$ cat config.mk
export PLATFORM = sky130hd
export DESIGN_NAME = arb16_ctrl
export DESIGN_NICKNAME = d
export VERILOG_FILES = /design/src/rtl/arb16_ctrl.sv
export SDC_FILE = /design/constraint.sdc
export NUM_CORES = 1
export LEC_CHECK = 0
export CAP_MARGIN = 0
export CORE_ASPECT_RATIO = 1.75
export CORE_MARGIN = 2
export CORE_UTILIZATION = 35
export DETAILED_ROUTE_END_ITERATION = 16
export PLACE_DENSITY_LB_ADDON = 0.3
export SLEW_MARGIN = 20
export SYNTH_ARGS = -nofsm -noshare
export SYNTH_HDL_FRONTEND = slang
export SYNTH_SLANG_ARGS = --single-unit
$ cat constraint.sdc
create_clock -name clk -period 11.8 [get_ports clk]
set_clock_uncertainty 0.1 [all_clocks]
set_input_delay 1.18 -clock clk [delete_from_list [all_inputs] [get_ports clk]]
set_output_delay 1.18 -clock clk [all_outputs]
set_load 0.05 [all_outputs]
$ cat src/rtl/arb16_ctrl.sv
// arb16_ctrl: 16-requester round-robin arbiter driving the select of a
// downstream 16:1 mux. Each requester holds its grant until it signals done.
// The released requester gets lowest priority in the next arbitration.
//
// Optional build macro: ARB16_TIMEOUT_EN
//   Defined:   a grant held HOLD_MAX cycles without done is force-released,
//              and timeout pulses for one cycle alongside the new grant/IDLE.
//   Undefined: grants are held indefinitely and timeout is tied low.
//
// state | meaning
// ------+------------------------------------------------------------
// IDLE  | no grant active; arbitrate as soon as any request appears
// BUSY  | grant s16 active; wait for done (or forced release)

module arb16_ctrl #(
  parameter int unsigned HOLD_MAX = 15
) (
  input  logic        clk,
  input  logic        rst,
  input  logic [15:0] req,
  input  logic        done,
  output logic [3:0]  s16,
  output logic [15:0] gnt,
  output logic        valid,
  output logic        timeout
);

  typedef enum logic {IDLE = 1'b0, BUSY = 1'b1} state_t;

  // Last hold count before the limit. The counter saturates here, so it
  // never wraps even in builds without forced release.
  localparam logic [7:0] HOLD_LAST = 8'(HOLD_MAX - 1);

  state_t      state, state_n;
  logic [3:0]  ptr, ptr_n;
  logic [3:0]  s16_n;
  logic [15:0] gnt_n;
  logic        valid_n;
  logic        timeout_n;
  logic [7:0]  hold_cnt, hold_n;

  logic [3:0]  base;
  logic [3:0]  win;
  logic        win_found;
  logic        hold_at_lim;
  logic        force_rel;
  logic        release_now;

  // Circular priority scan starting at base and wrapping mod 16.
  function automatic logic [4:0] rr_pick(input logic [15:0] r, input logic [3:0] b);
    logic       found;
    logic [3:0] idx;
    logic [3:0] pick;
    found = 1'b0;
    pick  = 4'd0;
    for (int i = 0; i < 16; i++) begin
      idx = b + 4'(i);
      if (!found && r[idx]) begin
        found = 1'b1;
        pick  = idx;
      end
    end
    return {found, pick};
  endfunction

  assign hold_at_lim = (hold_cnt == HOLD_LAST);

`ifdef ARB16_TIMEOUT_EN
  // A simultaneous done wins: that release is reported as normal.
  assign force_rel = (state == BUSY) && !done && hold_at_lim;
`else
  assign force_rel = 1'b0;
`endif

  assign release_now = (state == BUSY) && (done || force_rel);

  // On release the scan starts just past the outgoing grant, so a requester
  // that is still asking ends up last in line.
  assign base = (state == BUSY) ? (s16 + 4'd1) : ptr;
  assign {win_found, win} = rr_pick(req, base);

  // Next-state and next-output logic. All outputs are registered.
  always_comb begin
    state_n   = state;
    ptr_n     = ptr;
    s16_n     = s16;
    gnt_n     = gnt;
    valid_n   = valid;
    timeout_n = 1'b0;
    hold_n    = hold_cnt;

    case (state)
      IDLE: begin
        if (win_found) begin
          state_n = BUSY;
          s16_n   = win;
          gnt_n   = 16'(1) << win;
          valid_n = 1'b1;
          hold_n  = 8'd0;
        end
      end
      BUSY: begin
        if (release_now) begin
          ptr_n     = s16 + 4'd1;
          timeout_n = force_rel;
          if (win_found) begin
            s16_n  = win;
            gnt_n  = 16'(1) << win;
            hold_n = 8'd0;
          end else begin
            state_n = IDLE;
            gnt_n   = 16'd0;
            valid_n = 1'b0;
          end
        end else if (!hold_at_lim) begin
          hold_n = hold_cnt + 8'd1;
        end
      end
      default: begin
        state_n = IDLE;
        gnt_n   = 16'd0;
        valid_n = 1'b0;
      end
    endcase
  end

  // State and output registers with synchronous reset.
  always_ff @(posedge clk) begin
    if (rst) begin
      state    <= IDLE;
      ptr      <= 4'd0;
      s16      <= 4'd0;
      gnt      <= 16'd0;
      valid    <= 1'b0;
      timeout  <= 1'b0;
      hold_cnt <= 8'd0;
    end else begin
      state    <= state_n;
      ptr      <= ptr_n;
      s16      <= s16_n;
      gnt      <= gnt_n;
      valid    <= valid_n;
      timeout  <= timeout_n;
      hold_cnt <= hold_n;
    end
  end

endmodule

==> key figures <==
Setup path
  • Crit-path max FO: 18
  • Reg2Reg Capture Point: gnt[4]$_SDFFE_PP0P_
  • Worst flop-to-flop path startpoint: state$_SDFF_PP0_
  • WP data arrival: ~5800 ps
  • Critical path class: reg -> reg
  • Crit end category: register
  • Reg2Reg Setup Slack: around 6000 ps
  • Reg2reg path depth: 13
  • Launch point of the worst path: state$_SDFF_PP0_
  • Startpoint Class: register
  • CP Data Required Time: between 10000 and 15000 ps

Clocking
  • Hold buffers post-CTS: 0
  • Sink Count: 26
  • Clock root cell: clkbuf_16
  • Post-CTS sizing: 0
  • Worst skew pair latency: between 200 and 300 ps
  • CTS tree: built
  • TritonCTS Buffers: 3
  • CTS clk-pin slew, worst paths: 70 ps
  • Clock tree buffer depth: 2
  • CTS HTree Levels: 1
  • Post-CTS Setup Repair Bufs: 0

Global route
  • Initial antenna violation count: 0
  • GRT overflow: 0
  • First-pass GRT wire length: roughly 19000 um
  • GRT Overall Usage: 0.221
  • Vias in the first global route: around 3500
  • Largest net degree at the start of global routing: 23

Hold path
  • Worst min path class: reg -> reg
  • HP Start: gnt[1]$_SDFFE_PP0P_
  • WHS Endpoint: gnt[1]$_SDFFE_PP0P_
  • Hold Crit Depth: 2

Routing
  • Drt pass-1 iters: 5
  • Routed len/inst: about 22 um
  • Remaining antenna violation count: 0
  • Via density: between 6 and 7
  • Drt drc: 0
  • Final wirelength: roughly 12000 um
  • Initial DRC Count: between 300 and 400
  • Vias: approximately 3600

Job
  • Max-cap violations: 0

Yosys
  • FFs w/ async S/R, synth: 0
  • Cell with the most instances after synthesis: nand2_1
  • Post-synth top cells: nand2_1, mux2i_1, a21oi_1, nor2_1, dfxtp_1
  • Netlist Area Pre-Place: 3620 sq um
  • Post-synth top area share: 0.144
  • Synth area leader: dfxtp_1
  • Yosys cell types: between 70 and 80
  • EDFF count, synth: 0
  • FF+latch count, synth: 26
  • Post-Syn Nets: approximately 440
  • Avg Inst Size Synth: 8.68 sq um
  • Seq/Total Area, Yosys: 0.144
  • Primary FF master, synth: dfxtp_1
  • YS warnings: 0
  • Top post-synthesis cells by area: dfxtp_1, mux2i_1, mux4_2
  • Syn Inst Count: roughly 420

Finish
  • Share of post-route cells with drive strength above 1: 0.175
  • N_diodes: 0
  • Register area: between 500 and 600 sq um
  • Util after Layout: 0.407
  • Multi-input logic area: approximately 2900 sq um
  • Fillers: roughly 1100
  • Layout Nets: between 400 and 500
  • Area grow syn2layout: 14.5%

Place
  • Detailed Place HPWL: 9770 um
  • # port buffers: 39
  • GP Congestion: between 0.9 and 1

Power and ir drop
  • Power Dens Cells: around 310 nW/um^2
  • Design Power: roughly 1.3 mW
  • Leakage: ~1.5 nW
  • Worst vdd ir: about 170 uV

Timing
  • Worst Tran Pin Value: between 1000 and 1500 ps
  • RSZ-0062 raised after global routing: no
  • Tcrit/Tclk final: 0.488
  • Rel. slew slack: 0.271
  • Final setup fails: 0
  • Peak Freq: about 170 MHz
  • Setup total negative slack: 0 ps
  • WHS: roughly 360 ps
  • Slew Limit Fails: 0
  • Hold Fails Final Rpt: 0
  • Tmin final: ~5800 ps

Floorplanning
  • Io pins: 41
  • Core area: ~10000 sq um
  • Die width: ~81 um
  • Initial Util: 0.356
  • Placement Rows: slightly below 50
  • Die height: ~140 um
  • Die ar.: 11200 sq um

Outcome
  • Status: finished, final reports clean
[cell families (layout without fill, tap and decap cells)]
family	Yosys count	count (layout)	synth area share
xor gates and xnor gates	15	15	0.0446
and+or+nand+nor	122	122	0.176
adders and majority gates	7	7	0.0242
muxes	69	69	0.262
DFF	26	26	0.144
AOI/OAI and AO/OA	144	144	0.296
buffers and inverters	33	56	0.0512
other	1	1	0.00104
[layout make-up]
cell class / count / share of cell area
clock buffers: 4 / 0.0214
inverters: 9 / 0.00936
multi-input cells: 358 / 0.704
flip-flops and latches: 26 / 0.126
well taps: 127 / 0.0383
repair buffers: 43 / 0.101
[sequential cells by signal (all words and copies together) (netlist names)]
register / cells
gnt: 16
s16: 4
valid: 1
ptr: 4
state: 1
[through the flow]
step | cell area (sq um) | std cells | setup WS (ps)
final | 4140 | 567 | 6040
after detailed placement | 4060 | 563 | 6140
after global routing | 4140 | 567 | 5570
after global placement | 4060 | 563 | 6200
after CTS | 4140 | 567 | 6110
after floorplan | 3620 | 417 | 6630
[report_power, final]
part / leakage [nW] / internal, mW / switching (mW)
clock network: 0.0442 / 0.0520 / 0.0320
registers: 0.212 / 0.109 / 0.0196
logic: 1.22 / 0.379 / 0.705
[worst max-delay path, cell delays in order (launching register included)]
cell and delay [ps]:
dfxtp_1 710, mux2i_4 710, inv_1 100, ha_1 690, mux2i_1 150, mux2i_1 280, mux2i_1 250, mux2i_1 860
a22oi_1 260, o22ai_1 270, a31oi_1 110, or2_2 330, o211ai_1 610, o31ai_1 180
[cells in the final DEF (no fill, tap or decap), types with 3 or more instances in the layout]
cell type / count
o22ai_1: 9
o31ai_2: 3
a211o_1: 3
o31ai_1: 17
nand2_2: 3
a22oi_1: 3
a221o_1: 4
inv_1: 5
nor2_1: 30
a21o_1: 5
a21oi_2: 3
xnor2_2: 3
mux2_2: 9
mux2i_4: 6
xnor2_1: 7
a21oi_1: 29
mux2i_2: 6
xor2_1: 4
mux4_2: 12
mux2i_1: 36
clkdlybuf4s50_1: 39
ha_1: 7
nand3_1: 11
o21ai_0: 17
nor3_1: 10
nor4_1: 4
dfxtp_1: 26
o211a_1: 5
clkbuf_16: 3
nand2b_1: 3
nand2_1: 38
o211ai_1: 6
buf_4: 4
a211oi_1: 12
[metal layers]
metal / part of all wire / track usage / up-vias / routed length, um
met5: 0 / 0 / - / 0
met4: 0.083 / 0.155 / 0 / 1020
met3: 0.039 / 0.0189 / 67 / 480
met2: 0.52 / 0.391 / 186 / 6400
met1: 0.36 / 0.237 / 1719 / 4430
li1: - / - / 1667 / -
[worst max path at each step]
stage	end	slack, ps	cells after the start
finish	gnt[4]$_SDFFE_PP0P_	6040	13
global route	gnt[12]$_SDFFE_PP0P_	5570	13
CTS	gnt[4]$_SDFFE_PP0P_	6110	13
detailed placement	gnt[4]$_SDFFE_PP0P_	6140	13
global placement	gnt[4]$_SDFFE_PP0P_	6200	13
floorplan	gnt[0]$_SDFFE_PP0P_	6630	17
(Power assumes the default switching activity.)
